## config.mk

```make
export PLATFORM = sky130hd
export DESIGN_NAME = jts16_busarb
export DESIGN_NICKNAME = d
export VERILOG_FILES = /design/src/rtl/jts16_busarb.sv
export SDC_FILE = /design/constraint.sdc
export NUM_CORES = 1
export LEC_CHECK = 0
export BUFFER_PORTS_ARGS = -buffer_cell sky130_fd_sc_hd__buf_2
export CORE_UTILIZATION = 47
export CTS_CLUSTER_SIZE = 8
export DETAILED_ROUTE_END_ITERATION = 16
export GPL_TIMING_DRIVEN = 0
export PLACE_DENSITY = 0.81
export SYNTH_ARGS = -nofsm -noshare
export SYNTH_HDL_FRONTEND = slang
export SYNTH_SLANG_ARGS = --single-unit
export TNS_END_PERCENT = 30
```

## constraint.sdc

```tcl
create_clock -name clk -period 2.2 [get_ports clk]
set_clock_uncertainty 0.1 [all_clocks]
set_input_delay 0.11 -clock clk [delete_from_list [all_inputs] [get_ports clk]]
set_output_delay 0.11 -clock clk [all_outputs]
set_load 0.01 [all_outputs]
```

## src/rtl/jts16_busarb.sv

```systemverilog
// jts16_busarb: lets an external MCU borrow the 68000 bus via BR/BG/BGACK, bursting up to 4 accesses.
// Optional grant timeout is compiled in by defining JTS16_BUSARB_TIMEOUT_EN.
module jts16_busarb (
    input  logic        clk,
    input  logic        rst_n,
    input  logic        cpu_cen,
    output logic        BRn,
    input  logic        BGn,
    output logic        BGACKn,
    input  logic        ASn,
    input  logic        DTACKn,
    input  logic        mcu_req,
    input  logic        mcu_rnw,
    input  logic [23:1] mcu_addr,
    input  logic [15:0] mcu_dout,
    input  logic [1:0]  mcu_dsn,
    output logic [15:0] mcu_din,
    output logic        mcu_ack,
    output logic        ext_asn,
    output logic        ext_rnw,
    output logic [23:1] ext_addr,
    output logic [15:0] ext_dout,
    output logic [1:0]  ext_dsn,
    input  logic [15:0] bus_din,
    output logic        mcu_err
);

    typedef enum logic [2:0] {IDLE, REQ, SYNC, OWN, CYCLE, REL} state_t;

    localparam logic [2:0] BURST_MAX = 3'd4;

    state_t     state_q;
    logic [2:0] burst_q;
    logic [1:0] dsn_q;
    logic       go_own;
    logic       tmo_fire;

    // The CPU cycle in flight ends on the tick where AS and DTACK are both idle.
    assign go_own = mcu_req &&
                    ((state_q == SYNC && ASn && DTACKn) ||
                     (state_q == REL  && burst_q != BURST_MAX));

`ifdef JTS16_BUSARB_TIMEOUT_EN
    logic [7:0] tmo_q;

    assign tmo_fire = mcu_req && (tmo_q == 8'd254) &&
                      (state_q == REQ || (state_q == SYNC && !(ASn && DTACKn)));
`else
    assign tmo_fire = 1'b0;
    assign mcu_err  = 1'b0;
`endif

    always_ff @(posedge clk or negedge rst_n) begin
        if (!rst_n) begin
            state_q  <= IDLE;
            burst_q  <= '0;
            dsn_q    <= 2'b11;
            BRn      <= 1'b1;
            BGACKn   <= 1'b1;
            ext_asn  <= 1'b1;
            ext_dsn  <= 2'b11;
            ext_rnw  <= 1'b1;
            ext_addr <= '0;
            ext_dout <= '0;
            mcu_din  <= 16'hFFFF;
            mcu_ack  <= 1'b0;
`ifdef JTS16_BUSARB_TIMEOUT_EN
            tmo_q    <= '0;
            mcu_err  <= 1'b0;
`endif
        end else begin
            // NOTE: defaulting mcu_ack low every clk (not every cen) keeps the ack exactly one clk wide.
            mcu_ack <= 1'b0;
            if (cpu_cen) begin
                if (go_own) begin
                    ext_rnw  <= mcu_rnw;
                    ext_addr <= mcu_addr;
                    ext_dout <= mcu_dout;
                    dsn_q    <= mcu_dsn;
                end
`ifdef JTS16_BUSARB_TIMEOUT_EN
                tmo_q <= (state_q == REQ || state_q == SYNC) ? tmo_q + 8'd1 : 8'd0;
                if (tmo_fire) mcu_err <= 1'b1;
`endif
                unique case (state_q)
                    IDLE: begin
                        if (mcu_req) begin
                            state_q <= REQ;
                            BRn     <= 1'b0;
                        end
                    end
                    REQ: begin
                        if (!mcu_req || tmo_fire) begin
                            state_q <= IDLE;
                            BRn     <= 1'b1;
                        end else if (!BGn) begin
                            state_q <= SYNC;
                        end
                    end
                    SYNC: begin
                        if (!mcu_req || tmo_fire) begin
                            state_q <= IDLE;
                            BRn     <= 1'b1;
                        end else if (go_own) begin
                            state_q <= OWN;
                            BGACKn  <= 1'b0;
                            BRn     <= 1'b1;
                            burst_q <= '0;
                        end
                    end
                    OWN: begin
                        state_q <= CYCLE;
                        ext_asn <= 1'b0;
                        ext_dsn <= dsn_q;
                    end
                    CYCLE: begin
                        if (!DTACKn) begin
                            if (ext_rnw) mcu_din <= bus_din;
                            mcu_ack <= 1'b1;
                            ext_asn <= 1'b1;
                            ext_dsn <= 2'b11;
                            burst_q <= burst_q + 3'd1;
                            state_q <= REL;
                        end
                    end
                    REL: begin
                        if (go_own) begin
                            state_q <= OWN;
                        end else begin
                            state_q <= IDLE;
                            BGACKn  <= 1'b1;
                            burst_q <= '0;
                        end
                    end
                    default: state_q <= IDLE;
                endcase
            end
        end
    end

endmodule

```

### After elaboration in Yosys (flattened, before gate mapping)

Cells that the tools add are included.

| storage, ports and cells | value |
|---|---|
| logic and storage cells | 74 |
| flip-flop bits (word level) | 70 |
| bits of input ports | 65 |

| cells by class | value |
|---|---|
| mux-type cells | 29 |
| reduce and logical (&&, ||, !) cells | 17 |
| bitwise logic cells | 1 |
| $add $sub $neg | 1 |
| equality and inequality tests | 14 |

Operators by type and width:

| cell | number |
|---|---|
| $mux W3 | 10 |
| $pmux W3 S6 | 1 |
| $reduce_and A5 Y1 | 3 |
| $ne A2 B2 Y1 const B | 6 |
| $mux W1 | 11 |
| $ne A3 B3 Y1 const B | 3 |
| $pmux W3 S3 | 1 |
| $eq A3 B2 Y1 const B | 2 |
| $eq A3 B3 Y1 const B | 2 |
| $reduce_and A6 Y1 | 1 |
| $reduce_bool A3 Y1 | 2 |
| $logic_and A1 B1 Y1 | 4 |
| $mux W2 | 2 |
| $pmux W1 S2 | 2 |
| $pmux W2 S2 | 1 |
| $reduce_and A4 Y1 | 1 |
| $reduce_bool A2 Y1 | 2 |
| $add A3 B1 Y3 const B | 1 |
| $eq A3 B1 Y1 const B | 1 |
| $logic_not A3 Y1 | 1 |
| $pmux W1 S3 | 1 |
| $reduce_and A3 Y1 | 1 |
| $reduce_and A2 Y1 | 1 |
| $logic_or A1 B1 Y1 | 1 |
| $not A1 Y1 | 1 |

### Logic depth before layout (Yosys ltp)

Gate-level depths: netlist of run 1.

| depth | value |
|---|---|
| depth in word-level cells | 8 |
| gate-level depth with buffers | 7 |

### Worst setup path before layout of run 1

Ideal clock, no wire load.

| path | value |
|---|---|
| path kind | reg2reg |
| from | register state_q[1] |
| to | register ext_addr[17] (netlist bit) |
| cell stages (with the launch flop) | 7 |
| path slack | 417 ps |
| arrival | 1,558 ps |
| library setup time | 125 ps |
| path buffers | 2 |
| data required time | 1,975 ps |
| cell sequence | dfrtp_1 -> nand2b_1 -> buf_6 -> a211oi_2 -> o21ai_4 -> buf_6 -> mux2_4 |

| between the ends | value |
|---|---|
| word-level cells in the longest chain between the ends | 6 |
| elaborated cells between the ends (all ways) | 8 |
| those cells by class | 2 x eq/ne; 6 x reduce/logical |

RTL lines:

| item | line | source |
|---|---|---|
| from (decl) | 32 | `state_t state_q;` |
| from (signal assigned) | 55 | `state_q <= IDLE;` |
| from (signal assigned) | 88 | `state_q <= REQ;` |
| from (signal assigned) | 94 | `state_q <= IDLE;` |
| $eq A3 B2 Y1 | 40 | `((state_q == SYNC && ASn && DTACKn) \|\|` |
| $logic_and A1 B1 Y1 (2 in series) | 40 |  |
| $logic_or A1 B1 Y1 * | 40 |  |
| $logic_and A1 B1 Y1 * | 39 | `assign go_own = mcu_req &&` |
| $reduce_and A2 Y1 (no source line) * | -- |  |
| to (signal assigned) | 77 | `ext_addr <= mcu_addr;` |
| to (decl) | 21 | `output logic [23:1] ext_addr,` |

Every way passes the cells marked *; elsewhere a longest branch is shown, timed or not.
A chain may end at the register's enable or synchronous reset.

### Final worst setup path of run 1

| path | value |
|---|---|
| from | register state_q[1] |
| to | register mcu_din[14] |

| between the ends | value |
|---|---|
| word-level cells in the longest chain between the ends | 2 |

RTL lines:

| item | line | source |
|---|---|---|
| $eq A3 B3 Y1 | 85 | `unique case (state_q)` |
| $reduce_and A4 Y1 (no source line) | -- |  |
| to (signal assigned) | 118 | `if (ext_rnw) mcu_din <= bus_din;` |
| to (decl) | 17 | `output logic [15:0] mcu_din,` |

Every way passes these cells.

==> results.md, run 1 <==
* I/O pins at 128
* Maximum vdd ir drop at 700 µV
* DPL Wire Length at 4350 µm
* #FFs+latches synth at 70
* Clk buf depth at 2
* Drt total wl at 7230 µm
* Layout area overhead at 49.9%
* First-pass GRT wire length at 10,900 µm
* Max FO, Critical Path at 10
* Top post-synthesis cells by area: dfrtp_1 38%, dfstp_2 21%, mux2_2 16%
* Fmax achieved at 503 MHz
* Final cell count without fillers at 479
* DRC errors left at 0
* Final hold slack at 0.0259 ns
* Arrival time at the worst endpoint at 2.13 ns
* Post-synth EDFFs at 0
* Row cnt at 28
* Critical path required time at 2.35 ns
* Vias in the first global route at 2,374
* Sequential share of the synthesized area at 59.2%
* Int Pwr at 3.61 mW
* Relative slew slack at 42.6%
* CP endpoint kind: flip-flop
* Tmin final at 1.99 ns
* Die X at 82.1 µm
* Net Sw Power at 1.68 mW
* Routed length per instance at 15.1 µm
* Worst path slowest cell: dfrtp_1
* Post-synth cell types at 39
* Routed vias at 2,341
* Share of layout cells above drive strength 1 at 58.7%
* H-Tree Level Count at 3
* Power, Total at 5.29 mW
* WS Path Type: reg -> reg
* Synth area leader: dfrtp_1
* Setup TNS at 0 ns
* Most numerous cell in the Yosys netlist: dfrtp_1
* Synth warn at 0
* GR Util All Layers at 22.1%
* Largest net degree at the start of global routing at 71
* Post-route cell area at 4520 µm²
* CTS Buf Count at 9
* Antenna Nets Post-Route at 0
* Max-cap violations at 0
* CP startpoint kind: flip-flop
* Clk sink count at 70
* Post-CTS sizing at 0
* Port bufs at 125
* Most common cell on crit path: buf_6
* Gpl congestion at 0.890
* Mapped Cells at 203
* Placed cells at 403
* Ant diodes at 0
* Combinational power share at 37.6%
* Layout Utilization at 74.5%
* Synth Area per Inst at 14.8 µm²
* Fin. max-slew vios at 0
* Delay of the slowest critical-path stage at 0.46 ns
* Clock root buffer: clkbuf_8
* Worst-path cell chain: nand2b_1, buf_6, nor4_4, nand2_4, buf_6, mux2_4
* Netlist Area Pre-Place at 3010 µm²
* Clk pwr share at 18.2%
* Main synth FF type: dfrtp_1
* CTS tree: yes
* Core Box Area at 6060 µm²
* Worst slack at placement at 0.225 ns
* FILL cells at 407
* Initial Utilization at 49.7%
* Chip Height at 82.1 µm
* Worst min path class: in -> reg
* Initial antenna violation count at 0
* Clock latency on the worst-skew pair at 0.33 ns
* Final worst setup slack at 0.213 ns
* Fin nets at 466
* Via-per-instance ratio at 4.89
* Syn nets at 270
* Endpoints failing hold at 0
* Status: finished clean
* RSZ-0062 raised after global routing: false
* Switching share of total power at 31.8%
* Final worst-path cycle share at 90.3%
* Die ar. at 6730 µm²
* Sequential power share at 44.3%
* PwrDens at 1170 nW/µm²
* DRT Pass-1 Iters at 4
* Pin slew with the least headroom to its limit at 0.861 ns
* Synth top cells by count: 46 x dfrtp_1, 42 x mux2_2, 24 x dfstp_2
* Asr flop ratio synth at 100%
* LEAKAGE at 2.32 nW
* Final setup fails at 0
* Dpl cell area at 3730 µm²
* Initial DRC count at 85
* Post-synth top area share at 38.2%
* Worst-path clk slew at 0.07 ns
* Total global routing overflow at 0
[cell families (layout without fill, tap and decap cells)]
logic type      Yosys count  count (layout)  synth area share, %
other cells               1               1                0.125
compound gates           23              23                 5.65
fa+ha+maj                 2               2                0.831
flops                    70              70                 59.2
simple gates             31              31                 6.02
mux                      60              60                 24.5
buf+inv                  16             217                 3.70
[flip-flops by register name, indices dropped and copies added, names as in the netlist]
register	count
burst_q	3
BRn	1
BGACKn	1
ext_dsn	2
ext_rnw	1
state_q	3
mcu_din	16
mcu_ack	1
ext_dout	16
ext_asn	1
dsn_q	2
ext_addr	23
[timing repair]
| item | in CTS | in global routing |
|---|---|---|
| setup buffers | 0 | 0 |
| hold endpoints to repair | 105 | 0 |
| hold buffers | 60 | 0 |
[power by group through the flow]
stage	Combinational [mW]	Sequential, mW	Clock (mW)
6_report	1.99	2.34	0.961
5_1_grt	2.16	2.42	1.05
4_1_cts	1.99	2.33	0.993
3_5_place_dp	1.90	2.35	0
3_3_place_gp	1.85	2.31	0
2_1_floorplan	0.865	2.59	0
[path summary, 6_finish.rpt]
kind,from,end,slack (ns),cells past startpoint
max,state_q[1],mcu_din[14],0.21,6
min,cpu_cen,state_q[0],0.03,2
max reg2reg,state_q[1],mcu_din[14],0.21,6
min reg2reg,ext_dout[0],ext_dout[0],0.40,1
max in group asynchronous,rst_n,ext_dout[10],1.08,2
min in group asynchronous,rst_n,burst_q[2],0.36,2
[per-layer routing]
layer / wire length (µm) / track usage, % / up-vias
met2: 3820 / 40.1 / 99
met5: 0 / 0 / -
met1: 2860 / 24.8 / 1123
met4: 97 / 9.82 / 0
li1: - / - / 1111
met3: 452 / 4.67 / 8
[final cells by class]
cell class | instances | area, µm² | share of cell area [%]
Inverter | 5 | 18.8 | 0.416
Clock inverter | 5 | 50.0 | 1.11
Clock buffer | 11 | 131 | 2.91
Multi-Input combinational cell | 117 | 1120 | 24.8
Tap cell | 75 | 93.8 | 2.08
Sequential cell | 70 | 1780 | 39.5
Buffer | 11 | 92.6 | 2.05
Timing Repair Buffer | 185 | 1230 | 27.2
[critical path: cells and delay by family (launching register included)]
| kind | cells | cell delay, ns |
|---|---|---|
| and+or+nand+nor | 3 | 0.70 |
| DFF | 1 | 0.46 |
| buffers and inverters | 2 | 0.34 |
| muxes | 1 | 0.31 |
[placed cells by master, fill, tap and decap left out, types with 2 or more instances in the layout]
| master | netlist | layout |
|---|---|---|
| inv_1 | 5 | 5 |
| dfrtp_1 | 46 | 46 |
| nand2_1 | 8 | 8 |
| dfstp_2 | 24 | 24 |
| nor4b_1 | 2 | 2 |
| a211o_1 | 2 | 2 |
| buf_2 | 1 | 125 |
| nand2b_1 | 3 | 3 |
| nor2_1 | 8 | 8 |
| ha_1 | 2 | 2 |
| clkbuf_1 | 2 | 4 |
| o21ai_0 | 4 | 4 |
| buf_6 | 6 | 6 |
| mux2_2 | 42 | 42 |
| dlygate4sd3_1 | 0 | 60 |
| o21a_1 | 2 | 2 |
| nand3_1 | 2 | 2 |
| clkbuf_8 | 0 | 9 |
| mux2_4 | 17 | 17 |
| buf_4 | 1 | 2 |
| clkinv_2 | 0 | 4 |
| a21oi_1 | 6 | 6 |
Note: power is estimated with default switching activity, not from simulation.
==> run 2: changes to the inputs <==
- ABC_AREA: unset -> 1
- CORE_UTILIZATION: 47 -> 48
- PLACE_DENSITY: 0.81 -> 0.82
==> run 2 against run 1 <==
Effect of this change: non-clock buffer count rose by 5; critical path depth rose by 3; worst setup slack gained 0.051 ns; worst hold slack worse by 0.0096 ns; via count grew 31%; wire length increased by 26%; core utilization rose by 2.5 points; total power grew 2.2%; synthesized area grew 2.6%; maximum frequency grew 2.6%; sequential cell count unchanged.
==> results.md, run 2 <==
* Post-CTS Setup Bufs at 0 (unchanged)
* CP startpoint kind: flip-flop
* Critical path required time at 2.32 ns (-0.03 ns)
* Synth Area per Inst at 9.66 µm² (-35%)
* CTS tree: yes
* Vias in the first global route at 3,039 (+28%)
* GR Util All Layers at 28.0% (+5.8 points)
* Worst-path cell chain: inv_1, ha_1, nand2_1, nand4_1, nand2_2, nand2_4, clkbuf_1, o21ai_0, nand2_1
* Endpoints failing hold at 0 (unchanged)
* Delay of the slowest critical-path stage at 0.40 ns (-0.06 ns)
* Post-synth EDFFs at 0 (unchanged)
* Chip Height at 82.2 µm (+0.23%)
* Gpl congestion at 0.824 (-7.4%)
* Ant diodes at 0 (unchanged)
* Synth area leader: dfrtp_1
* RSZ-0062 raised after global routing: false
* Synth warn at 0 (unchanged)
* CTS Buf Count at 9 (unchanged)
* Most numerous cell in the Yosys netlist: nand2_1
* Post-route cell area at 4670 µm² (+3.3%)
* Max FO, Critical Path at 10 (unchanged)
* Most common cell after layout, fill and taps aside: buf_2
* Final worst setup slack at 0.264 ns (+0.0509 ns)
* CP endpoint kind: flip-flop
* Initial Utilization at 51.0% (+1.3 points)
* Max-cap violations at 0 (unchanged)
* Top post-synthesis cells by area: dfrtp_1 37%, dfstp_2 20%, nand2_1 13%
* Fin. max-slew vios at 0 (unchanged)
* Post-synth top area share at 37.2% (-0.97 points)
* FILL cells at 386 (-5.2%)
* Clk sink count at 70 (unchanged)
* DRC errors left at 0 (unchanged)
* Final worst-path cycle share at 88.0% (-2.3 points)
* #FFs+latches synth at 70 (unchanged)
* Max FFs per register at 23 (unchanged)
* Status: finished clean
* Worst-path clk slew at 0.08 ns (about the same)
* Share of layout cells above drive strength 1 at 36.8% (-22 points)
* Die X at 82.2 µm (+0.23%)
* Antenna Nets Post-Route at 0 (unchanged)
* DPL Wire Length at 4870 µm (+12%)
* Syn nets at 387 (+43%)
* Largest net degree at the start of global routing at 71 (unchanged)
* Post-synth cell types at 31 (-21%)
* Pin slew with the least headroom to its limit at 0.864 ns (+0.00337 ns)
* Multi-input gate area at 1140 µm² (+2.2%)
* Initial antenna violation count at 0 (unchanged)
* Most common cell on crit path: nand2_1
* Most frequent cells in the layout: 127 x buf_2, 111 x nand2_1, 60 x dlygate4sd3_1, 46 x dfrtp_1, 43 x o21ai_0
* Drt total wl at 9080 µm (+26%)
* Fin nets at 584 (+25%)
* Arrival time at the worst endpoint at 2.06 ns (-0.07 ns)
* Worst path slowest cell: dfrtp_1
* Post-CTS sizing at 0 (unchanged)
* Row cnt at 28 (unchanged)
* Sequential share of the synthesized area at 57.7% (-1.5 points)
* H-Tree Level Count at 3 (unchanged)
* Mapped Cells at 320 (+58%)
* PwrDens at 1160 nW/µm² (-1.1%)
* Synth top cells by count: 111 x nand2_1, 46 x dfrtp_1, 43 x o21ai_0
* I/O pins at 128 (unchanged)
* LEAKAGE at 2.48 nW (+7.0%)
* Main synth FF type: dfrtp_1
* Via-per-instance ratio at 5.13 (+5.0%)
* Core Box Area at 6060 µm² (unchanged)
* Maximum vdd ir drop at 722 µV (+3.1%)
* DRT Pass-1 Iters at 5 (+1)
* Fmax achieved at 516 MHz (+2.6%)
* Port bufs at 126 (+0.80%)
* Worst min path class: in -> reg
* WS Path Type: reg -> reg
* Final setup fails at 0 (unchanged)
* Netlist Area Pre-Place at 3090 µm² (+2.6%)
* Clock latency on the worst-skew pair at 0.35 ns (+0.02 ns)
* Tmin final at 1.94 ns (-0.0509 ns)
* Worst slack at placement at 0.406 ns (+0.181 ns)
* Initial DRC count at 209 (+150%)
* Clock root buffer: clkbuf_8
* Layout area overhead at 51.0%
* Routed vias at 3,064 (+31%)
* Routed length per instance at 15.2 µm (+0.72%)
* Total global routing overflow at 0 (unchanged)
* CP top delay family: simple AND/OR/NAND/NOR gates
* Top flop regs: ext_addr: 23 flops, ext_dout: 16 flops, mcu_din: 16 flops
* Dpl cell area at 3820 µm² (+2.2%)
* Die ar. at 6760 µm² (+0.46%)
* Clk buf depth at 2 (unchanged)
* Relative slew slack at 42.4% (-0.22 points)
* Asr flop ratio synth at 100% (unchanged)
* Setup TNS at 0 ns (unchanged)
* Crit path buf inv count at 2 (unchanged)
* Register Area at 1780 µm² (unchanged)
* First-pass GRT wire length at 14,000 µm (+29%)
* Largest reg by FF count: ext_addr
run 2: cell count changes after synthesis, sizes merged, moves of 3 or more:
cell    change
a21oi       -3
clkbuf      +4
inv        +12
mux2       -43
nand2     +104
nand2b      -3
nand3       +9
nand3b      +3
nand4       +7
nor2        +7
o21ai      +38
run 2: power breakdown:
part	switching, mW	total, mW	leakage (nW)	internal, mW
registers	0.291	2.25	0.844	1.96
clock network	0.508	1.29	0.120	0.787
logic	1.08	1.86	1.51	0.782
total	1.88	5.40	2.48	3.53
run 2: what timing repair did:
item	4_1_cts	5_1_grt
hold endpoints to repair	105	0
hold buffers	60	0
endpoints found under the setup margin	0	0
run 2: cell type report:
type,count,share of cell area [%]
inverters,17,1.37
multi-input cells,218,24.5
flip-flops and latches,70,38.2
plain buffers,15,2.17
clock inverters,5,2.28
clock buffers,11,3.03
repair buffers,186,26.4
well taps,75,2.01
run 2: kinds of logic (layout without fill, tap and decap cells):
logic type                 count (synthesis)  after routing  share of synthesized area (%)
and+or+nand+nor                          152            152                           22.4
DFF                                       70             70                           57.7
AOI/OAI and AO/OA                         46             46                           7.57
buffers and inverters                     32            234                           5.34
muxes                                     16             16                           5.83
adders and majority gates                  2              2                          0.810
other                                      1              1                          0.121
xor gates and xnor gates                   1              1                          0.283
run 2: metrics by stage:
step	power (mW)	instances	hold slack [ns]	util, %
2_1_floorplan	3.21	320	-0.286	-
3_3_place_gp	3.88	521	0.209	62.9
3_5_place_dp	3.96	521	0.181	63.0
4_1_cts	5.33	597	0.00944	77.0
5_1_grt	5.73	597	0.0517	77.0
6_report	5.40	597	0.0163	77.0
run 2: worst min-delay path, delay by kind of cell:
kind	cells	cell delay, ns
buf+inv	1	0.08
simple gates	5	0.26
run 2: path summary, 6_finish.rpt:
kind                                 start           to  slack (ns)  cells after the start
worst max-delay path            burst_q[0]  ext_addr[5]        0.26                      9
worst min-delay path                   BGn   state_q[1]        0.02                      6
worst max register to register  burst_q[0]  ext_addr[5]        0.26                      9
worst min register to register      BGACKn       BGACKn        0.37                      2
max in group asynchronous            rst_n   state_q[1]        1.12                      2
min in group asynchronous            rst_n  ext_addr[5]        0.32                      2
run 2: layer usage:
| layer | up-vias | share of wire (%) | track usage, % |
|---|---|---|---|
| met4 | 0 | 3.0 | 14.2 |
| met5 | - | 0 | 0 |
| met1 | 1448 | 38 | 33.2 |
| met3 | 31 | 8.0 | 6.59 |
| met2 | 158 | 51 | 47.4 |
| li1 | 1427 | - | - |
